`config.mk`:
```
export PLATFORM = sky130hd
export DESIGN_NAME = sw_score_max_reduce
export DESIGN_NICKNAME = d
export VERILOG_FILES = /design/src/rtl/sw_score_max_reduce.sv
export SDC_FILE = /design/constraint.sdc
export NUM_CORES = 2
export LEC_CHECK = 0
export ABC_AREA = 1
export BUFFER_PORTS_ARGS = -buffer_cell sky130_fd_sc_hd__buf_4
export CORE_AREA = 5 5 424 426
export DETAILED_ROUTE_END_ITERATION = 10
export DIE_AREA = 0 0 429 431
export SETUP_SLACK_MARGIN = 0.02
export SYNTH_ARGS = -nofsm -noshare
export SYNTH_HDL_FRONTEND = slang
export SYNTH_SLANG_ARGS = --single-unit
```
`constraint.sdc`:
```
create_clock -name clk -period 26.1 [get_ports clk]
set_input_delay 5.22 -clock clk [delete_from_list [all_inputs] [get_ports clk]]
set_output_delay 5.22 -clock clk [all_outputs]
set_load 0.01 [all_outputs]
```
`src/rtl/sw_score_max_reduce.sv`:
```
// Pipelined clamped max-reduction tree over PE-array lane scores with per-frame best tracking.
// Define SW_SCORE_MAX_THRESH_EN to add threshold detection (thresh, thresh_hit, early_hit).
module sw_score_max_reduce #(
  parameter int unsigned DATA_WIDTH = 16,
  parameter int unsigned NUM_IN     = 64,
  parameter int unsigned RADIX      = 8,
  parameter int unsigned BEAT_WIDTH = 16,
  localparam int unsigned IDX_WIDTH = (NUM_IN > 2) ? $clog2(NUM_IN) : 1
) (
  input  logic                         clk,
  input  logic                         rst_n,
  input  logic                         clear,
  input  logic                         in_valid,
  input  logic                         in_last,
  input  logic [DATA_WIDTH*NUM_IN-1:0] in_data,
  output logic                         beat_valid,
  output logic [DATA_WIDTH-1:0]        beat_max,
  output logic [IDX_WIDTH-1:0]         beat_lane,
  output logic                         frame_valid,
  output logic [DATA_WIDTH-1:0]        frame_max,
  output logic [IDX_WIDTH-1:0]         frame_lane,
  output logic [BEAT_WIDTH-1:0]        frame_beat
`ifdef SW_SCORE_MAX_THRESH_EN
  ,
  input  logic [DATA_WIDTH-1:0]        thresh,
  output logic                         thresh_hit,
  output logic                         early_hit
`endif
);

  function automatic int unsigned calc_levels(input int unsigned n, input int unsigned r);
    int unsigned lv;
    int unsigned span;
    lv   = 0;
    span = 1;
    while (span < n) begin
      span = span * r;
      lv++;
    end
    return lv;
  endfunction

  function automatic int unsigned ipow(input int unsigned b, input int unsigned e);
    int unsigned acc;
    acc = 1;
    for (int unsigned i = 0; i < e; i++) acc = acc * b;
    return acc;
  endfunction

  localparam int unsigned LEVELS = calc_levels(NUM_IN, RADIX);
  localparam int unsigned PAD    = ipow(RADIX, LEVELS);
  localparam int unsigned NODE_W = (PAD > 2) ? $clog2(PAD) : 1;

  // Offset of the first node of tree level l in the flattened node arrays.
  function automatic int unsigned node_off(input int unsigned l);
    int unsigned acc;
    acc = 0;
    for (int unsigned j = 0; j < l; j++) acc = acc + PAD / ipow(RADIX, j + 1);
    return acc;
  endfunction

  localparam int unsigned TOT = node_off(LEVELS);

  // Strictly-greater scan: earlier children (lower lanes) keep ties.
  function automatic logic [DATA_WIDTH+NODE_W-1:0] pick(
    input logic [RADIX*DATA_WIDTH-1:0] vals,
    input logic [RADIX*NODE_W-1:0]     idxs
  );
    logic [DATA_WIDTH-1:0] best_v;
    logic [NODE_W-1:0]     best_i;
    best_v = vals[DATA_WIDTH-1:0];
    best_i = idxs[NODE_W-1:0];
    for (int unsigned c = 1; c < RADIX; c++) begin
      if (vals[c*DATA_WIDTH +: DATA_WIDTH] > best_v) begin
        best_v = vals[c*DATA_WIDTH +: DATA_WIDTH];
        best_i = idxs[c*NODE_W +: NODE_W];
      end
    end
    return {best_v, best_i};
  endfunction

  logic [PAD*DATA_WIDTH-1:0] leaf_val;
  logic [PAD*NODE_W-1:0]     leaf_idx;

  // Clamp negatives to zero; leaves beyond NUM_IN are zero and sit after every real lane.
  for (genvar k = 0; k < PAD; k++) begin : g_leaf
    if (k < NUM_IN) begin : g_lane
      logic [DATA_WIDTH-1:0] raw;
      assign raw = in_data[k*DATA_WIDTH +: DATA_WIDTH];
      assign leaf_val[k*DATA_WIDTH +: DATA_WIDTH] = raw[DATA_WIDTH-1] ? '0 : raw;
    end else begin : g_pad
      assign leaf_val[k*DATA_WIDTH +: DATA_WIDTH] = '0;
    end
    assign leaf_idx[k*NODE_W +: NODE_W] = NODE_W'(k);
  end

  logic [DATA_WIDTH-1:0] node_val_d [TOT];
  logic [NODE_W-1:0]     node_idx_d [TOT];
  logic [DATA_WIDTH-1:0] node_val_q [TOT];
  logic [NODE_W-1:0]     node_idx_q [TOT];

  for (genvar l = 0; l < LEVELS; l++) begin : g_lvl
    localparam int unsigned NN  = PAD / ipow(RADIX, l + 1);
    localparam int unsigned OFF = node_off(l);
    logic [NN*RADIX*DATA_WIDTH-1:0] src_val;
    logic [NN*RADIX*NODE_W-1:0]     src_idx;
    if (l == 0) begin : g_src_leaf
      assign src_val = leaf_val;
      assign src_idx = leaf_idx;
    end else begin : g_src_node
      localparam int unsigned PREV = node_off(l - 1);
      for (genvar k = 0; k < NN*RADIX; k++) begin : g_k
        assign src_val[k*DATA_WIDTH +: DATA_WIDTH] = node_val_q[PREV+k];
        assign src_idx[k*NODE_W +: NODE_W]         = node_idx_q[PREV+k];
      end
    end
    for (genvar n = 0; n < NN; n++) begin : g_node
      assign {node_val_d[OFF+n], node_idx_d[OFF+n]} =
        pick(src_val[n*RADIX*DATA_WIDTH +: RADIX*DATA_WIDTH], src_idx[n*RADIX*NODE_W +: RADIX*NODE_W]);
    end
  end

  always_ff @(posedge clk or negedge rst_n) begin
    if (!rst_n) begin
      for (int unsigned i = 0; i < TOT; i++) begin
        node_val_q[i] <= '0;
        node_idx_q[i] <= '0;
      end
    end else begin
      node_val_q <= node_val_d;
      node_idx_q <= node_idx_d;
    end
  end

  // Valid and last travel alongside the tree data; clear flushes them.
  logic [LEVELS-1:0] vld_d, vld_q, last_d, last_q;

  always_comb begin
    vld_d  = '0;
    last_d = '0;
    if (!clear) begin
      vld_d[0]  = in_valid;
      last_d[0] = in_valid & in_last;
      for (int unsigned s = 1; s < LEVELS; s++) begin
        vld_d[s]  = vld_q[s-1];
        last_d[s] = last_q[s-1];
      end
    end
  end

  always_ff @(posedge clk or negedge rst_n) begin
    if (!rst_n) begin
      vld_q  <= '0;
      last_q <= '0;
    end else begin
      vld_q  <= vld_d;
      last_q <= last_d;
    end
  end

  logic                  beat_valid_d, beat_valid_q, beat_last_d, beat_last_q;
  logic [DATA_WIDTH-1:0] beat_max_d, beat_max_q, run_max_d, run_max_q, frame_max_d, frame_max_q;
  logic [IDX_WIDTH-1:0]  beat_lane_d, beat_lane_q, run_lane_d, run_lane_q, frame_lane_d, frame_lane_q;
  logic [BEAT_WIDTH-1:0] run_beat_d, run_beat_q, beat_cnt_d, beat_cnt_q, frame_beat_d, frame_beat_q;
  logic                  first_d, first_q, frame_valid_d, frame_valid_q;
  logic                  take;
  logic [DATA_WIDTH-1:0] nxt_max;
  logic [IDX_WIDTH-1:0]  nxt_lane;
  logic [BEAT_WIDTH-1:0] nxt_beat;
`ifdef SW_SCORE_MAX_THRESH_EN
  logic armed_d, armed_q, early_hit_d, early_hit_q, thresh_hit_d, thresh_hit_q;
`endif

  // Beat output register followed by the across-beat accumulator.
  always_comb begin
    beat_valid_d  = vld_q[LEVELS-1];
    beat_last_d   = last_q[LEVELS-1];
    beat_max_d    = node_val_q[TOT-1];
    beat_lane_d   = IDX_WIDTH'(node_idx_q[TOT-1]);
    run_max_d     = run_max_q;
    run_lane_d    = run_lane_q;
    run_beat_d    = run_beat_q;
    beat_cnt_d    = beat_cnt_q;
    first_d       = first_q;
    frame_valid_d = 1'b0;
    frame_max_d   = frame_max_q;
    frame_lane_d  = frame_lane_q;
    frame_beat_d  = frame_beat_q;
    take          = first_q || (beat_max_q > run_max_q);
    nxt_max       = take ? beat_max_q  : run_max_q;
    nxt_lane      = take ? beat_lane_q : run_lane_q;
    nxt_beat      = take ? beat_cnt_q  : run_beat_q;
`ifdef SW_SCORE_MAX_THRESH_EN
    armed_d       = armed_q;
    early_hit_d   = 1'b0;
    thresh_hit_d  = thresh_hit_q;
`endif
    if (clear) begin
      beat_valid_d = 1'b0;
      beat_last_d  = 1'b0;
      run_max_d    = '0;
      run_lane_d   = '0;
      run_beat_d   = '0;
      beat_cnt_d   = '0;
      first_d      = 1'b0;
`ifdef SW_SCORE_MAX_THRESH_EN
      armed_d      = 1'b1;
`endif
    end else if (beat_valid_q) begin
`ifdef SW_SCORE_MAX_THRESH_EN
      if (armed_q && (nxt_max >= thresh)) begin
        early_hit_d = 1'b1;
        armed_d     = 1'b0;
      end
`endif
      if (beat_last_q) begin
        frame_valid_d = 1'b1;
        frame_max_d   = nxt_max;
        frame_lane_d  = nxt_lane;
        frame_beat_d  = nxt_beat;
        run_max_d     = '0;
        run_lane_d    = '0;
        run_beat_d    = '0;
        beat_cnt_d    = '0;
        first_d       = 1'b1;
`ifdef SW_SCORE_MAX_THRESH_EN
        thresh_hit_d  = (nxt_max >= thresh);
        armed_d       = 1'b1;
`endif
      end else begin
        run_max_d  = nxt_max;
        run_lane_d = nxt_lane;
        run_beat_d = nxt_beat;
        beat_cnt_d = (&beat_cnt_q) ? beat_cnt_q : beat_cnt_q + BEAT_WIDTH'(1);
        first_d    = 1'b0;
      end
    end
  end

  always_ff @(posedge clk or negedge rst_n) begin
    if (!rst_n) begin
      beat_valid_q  <= 1'b0;
      beat_last_q   <= 1'b0;
      beat_max_q    <= '0;
      beat_lane_q   <= '0;
      run_max_q     <= '0;
      run_lane_q    <= '0;
      run_beat_q    <= '0;
      beat_cnt_q    <= '0;
      first_q       <= 1'b1;
      frame_valid_q <= 1'b0;
      frame_max_q   <= '0;
      frame_lane_q  <= '0;
      frame_beat_q  <= '0;
`ifdef SW_SCORE_MAX_THRESH_EN
      armed_q       <= 1'b1;
      early_hit_q   <= 1'b0;
      thresh_hit_q  <= 1'b0;
`endif
    end else begin
      beat_valid_q  <= beat_valid_d;
      beat_last_q   <= beat_last_d;
      beat_max_q    <= beat_max_d;
      beat_lane_q   <= beat_lane_d;
      run_max_q     <= run_max_d;
      run_lane_q    <= run_lane_d;
      run_beat_q    <= run_beat_d;
      beat_cnt_q    <= beat_cnt_d;
      first_q       <= first_d;
      frame_valid_q <= frame_valid_d;
      frame_max_q   <= frame_max_d;
      frame_lane_q  <= frame_lane_d;
      frame_beat_q  <= frame_beat_d;
`ifdef SW_SCORE_MAX_THRESH_EN
      armed_q       <= armed_d;
      early_hit_q   <= early_hit_d;
      thresh_hit_q  <= thresh_hit_d;
`endif
    end
  end

  assign beat_valid  = beat_valid_q;
  assign beat_max    = beat_max_q;
  assign beat_lane   = beat_lane_q;
  assign frame_valid = frame_valid_q;
  assign frame_max   = frame_max_q;
  assign frame_lane  = frame_lane_q;
  assign frame_beat  = frame_beat_q;
`ifdef SW_SCORE_MAX_THRESH_EN
  assign thresh_hit  = thresh_hit_q;
  assign early_hit   = early_hit_q;
`endif

endmodule

```
# Word-level counts from Yosys, hierarchy flattened
# Cells that the tools add are included.
# classes
addsub	1
n_lt_le_gt_ge	64
n_eq_ne	1
mux	215
bitwise	2
n_reduce_logical	5
# ops
cell	n
15-bit two-way mux	74
16-bit two-way mux	65
15-bit by 16-bit greater-than comparator with 1-bit output	48
6-bit two-way mux	58
16-bit greater-than comparator	8
15-bit greater-than comparator	8
16-bit by 1-bit adder with 16-bit output, second input constant	1
16-bit AND reduction	1
1-bit two-way mux	15
2-bit two-way mux	3
3-bit != test, second input constant	1
3-bit AND reduction	1
2-bit AND reduction	1
2-bit nonzero test	1
1-bit bitwise AND	1
1-bit logical OR	1
1-bit NOT	1
# word_totals
ff_bits	320
inputBits	1029
out_inout_bits	62
wordCells	321

# Logic depth before layout (Yosys ltp)
# depth
word_depth	15
ltp_mapped	95
depth_no_buf	88

# Least setup slack after synthesis
# No wires, ideal clock.
# synth_path
kind	input port to flip-flop
from	input in_data[271]
to	register node_val_q (netlist bit g_lvl[1].src_val[36])
setup_time_ns	0.119
t_arrival_ns	16.161
required_time_ns	25.981
setup_slack_ns	9.820
cell_stages	75
path_buffers	9
cell_sequence	inv_2 > buf_2 > nand2_1 > ha_1 > nand4_1 > nor3_2 > nand3b_1 > nand2_1 > clkbuf_1 > clkbuf_1 > nand2_1 > o21ai_0 > ha_1 > a21oi_1 > nor2_1 > a211oi_1 > o21ai_0 > a31oi_1 > (+39 left out) > a221o_1 > nand2_1 > inv_1 > clkbuf_1 > o21ai_0 > nand2_1 > ha_1 > inv_1 > o21bai_1 > a221oi_1 > o221ai_1 > nand2_1 > o2111ai_1 > nand2_1 > inv_1 > clkbuf_1 > nand2_1 > nand2_1
# synth_lines
item	line_no	text
from (decl)	15	input logic [DATA_WIDTH*NUM_IN-1:0] in_data,
to (signal assigned)	130	node_val_q <= node_val_d;
to (decl)	99	logic [DATA_WIDTH-1:0] node_val_q [TOT];

==> flow_metrics.env <==
export IMPL_async_reset_ff_share_pct=100.0
export IMPL_rr_startpoint="g_lvl[1].src_val[23]$_DFF_PN0_"
export IMPL_hold_buffers=0
export IMPL_ios=1091
export IMPL_hpwl_um=192900
export IMPL_yosysTopAreaCell="ha_1"
export IMPL_cpMostUsedCell="nand2_1"
export IMPL_grt_overflow=0
export IMPL_post_cts_resized=0
export IMPL_netlist_area_leader_share_pct=21.61
export IMPL_clock_sinks=287
export IMPL_clock_latency_ps=580
export IMPL_cp_top_family="simple AND/OR/NAND/NOR gates"
export IMPL_rows=154
export IMPL_cp_max_fo=32
export IMPL_critPathBufInv=7
export IMPL_ys_top_cells_by_area="ha_1, nand2_1, dfrtp_1, inv_1, o21ai_0"
export IMPL_core_sq_um=175300
export IMPL_min_period_ps=20690
export IMPL_grt_pass1_vias=57132
export IMPL_final_net_count=11404
export IMPL_status="finished, final reports clean"
export IMPL_synth_edf_count=0
export IMPL_die_w_um=429
export IMPL_cts_buffer_depth=3
export IMPL_drc_errors=0
export IMPL_drt_total_wl_um=217700
export IMPL_arrival_ps=21130
export IMPL_worst_hold_path_endpoint="beat_max[5]$_DFF_PN0_"
export IMPL_postCtsSetupRepairBufs=0
export IMPL_worstSetupPathType="input pin to register"
export IMPL_slew_limit_headroom_pct=24.11
export IMPL_worstHoldPathCells=0
export IMPL_syn_area_per_cell_sq_um=5.939
export IMPL_first_pass_iters=6
export IMPL_worstMarginPinSlew_ps=1131
export IMPL_antenna_left=0
export IMPL_fin_crit_sh_pct=79.29
export IMPL_hp_start="beat_max_d[5]$_DFF_PN0_"
export IMPL_rsz0062_at_grt="false"
export IMPL_vias=58604
export IMPL_hold_viol_final=0
export IMPL_grt_use_total_pct=22.13
export IMPL_min_path_type="register to register"
export IMPL_setup_viol=0
export IMPL_h_tree_depth=2
export IMPL_grt_max_degree=74
export IMPL_antenna_found_initial=31
export IMPL_viasPerCell=4.934
export IMPL_synth_seq_cells=287
export IMPL_r2r_slack_ps=10110
export IMPL_synth_commonest_cells="nand2_1, inv_1, nor2_1, ha_1, o21ai_0"
export IMPL_worst_setup_path_end_kind="register"
export IMPL_gp_congestion=0.9999
export IMPL_reg2reg_to="beat_lane_d[0]$_DFF_PN0_"
export IMPL_cpPeakStageDelay_ps=610
export IMPL_synthCells=8626
export IMPL_drv_cap=0
export IMPL_grt_pass1_wl_um=325300
export IMPL_root_buffer="clkbuf_16"
export IMPL_areaGrowthSynthToFinish_pct=21.97
export IMPL_critPathSlowestCell="nor4_1"
export IMPL_fmax_ghz=0.04832
export IMPL_initial_core_util_pct=29.22
export IMPL_drtIter0Drc=3944
export IMPL_fin_tns_setup_ps=0
export IMPL_drive_above_1_share_pct=13.97
export IMPL_die_area_sq_um=184900
export IMPL_ys_types=56
export IMPL_syn_cell_area_sq_um=51230
export IMPL_synth_main_ff_cell="dfrtp_1"
export IMPL_yosysSeqAreaShare_pct=14.02
export IMPL_syn_nets=10540
export IMPL_cts_made_buffers=37
export IMPL_cp_start_kind="input pin"
export IMPL_critical_path_required_ps=26530
export IMPL_yosysMostFrequentCell="nand2_1"
export IMPL_io_buffers=1089
export IMPL_path_clk_slew_ps=60
export IMPL_cts_tree="yes"
export IMPL_yosysWarnings=0
export IMPL_avgRoutedWirePerCell_um=18.33
export IMPL_rr_worst_depth=62
export IMPL_die_y_um=431
export IMPL_fin_worst_skew_ps=44.50
export IMPL_finalMaxSlewViolations=0
[layer usage]
metal | vias to the layer above | part of all wire [%] | track usage (%)
met1 | 26934 | 43 | 27.61
met5 | - | 0.032 | 0
li1 | 29719 | - | -
met3 | 322 | 4.5 | 2.271
met4 | 10 | 4.3 | 8.529
met2 | 1619 | 48 | 39.23
[worst max path at each step]
stage	startpoint	to	slack [ps]	cells after the start
after floorplan	in_data[271]	g_lvl[1].src_val[36]$_DFF_PN0_	9820	75
after global placement	in_data[271]	g_lvl[1].src_val[43]$_DFF_PN0_	5040	64
after detailed placement	in_data[271]	g_lvl[1].src_val[40]$_DFF_PN0_	5050	63
after CTS	in_data[271]	g_lvl[1].src_val[36]$_DFF_PN0_	5600	64
after global routing	in_data[271]	g_lvl[1].src_val[46]$_DFF_PN0_	3730	63
final	in_data[271]	g_lvl[1].src_val[43]$_DFF_PN0_	5410	64
[stage by stage]
stage	cell area [sq um]	hold WS [ps]	instances	util [%]	worst slack, ps
after global routing	62480	342.3	11876	35.63	3732
after CTS	62430	339.3	11857	35.61	5598
after detailed placement	61120	340.1	11791	34.86	5045
final	62480	347.8	11878	35.64	5406
after global placement	61120	336.9	11791	34.86	5040
after floorplan	51230	331.2	8626	-	9820
[state kept, by name (all words and copies together), names as in the netlist]
register and flops:
run_lane_q 6, run_beat_q 16, beat_max_d 15, vld_q 2
beat_lane_d 6, frame_max 16, beat_lane 6, g_lvl.src_val 120
beat_cnt_q 16, g_lvl.src_idx 25, frame_beat 16, frame_lane 6
beat_max 15, beat_valid 1, last_q 2, frame_valid 1
run_max_q 16, beat_last_q 1, first_q 1
[worst register-to-register path, delay by kind of cell, from the launching register on]
| kind | cells | cell delay, ps |
|---|---|---|
| adder cells (fa/ha/maj) | 7 | 2080 |
| AND/OR/NAND/NOR | 36 | 7580 |
| flip-flops | 1 | 400 |
| buffers and inverters | 5 | 620 |
| AO/OA/AOI/OAI | 14 | 5100 |
[cell families after synthesis]
kind of cell	count (synthesis)	synth area share, %
adders and majority gates	885	21.61
other	2	0.01466
buffers and inverters	1694	12.91
AOI/OAI and AO/OA	1378	14.68
and+or+nand+nor	4380	36.76
DFF	287	14.02
[placed cells by master (no fill, tap or decap), types with 77 or more instances in the layout]
master / synthesis / final
nand3_1: 707 / 707
and2_1: 126 / 126
inv_1: 1391 / 1390
nand2_1: 2170 / 2170
o21ai_0: 797 / 797
ha_1: 885 / 885
nor3_1: 77 / 77
nor2_1: 961 / 961
dfrtp_1: 286 / 286
buf_4: 21 / 1094
a21oi_1: 330 / 330
nand2_2: 88 / 88
nand4_1: 130 / 130
[final cells by class]
cell class,instances,area (sq um)
diodes,21,52.55
clock inverters,20,331.6
fillers,19282,112900
clock buffers,46,979.7
flip-flops and latches,287,7183
well taps,2340,2928
inverters,1424,5345
multi-input cells,6645,37440
repair buffers,1095,8228
Power is not shown: default switching activity piles up to over one toggle a cycle in this logic, so the estimate is an artifact.
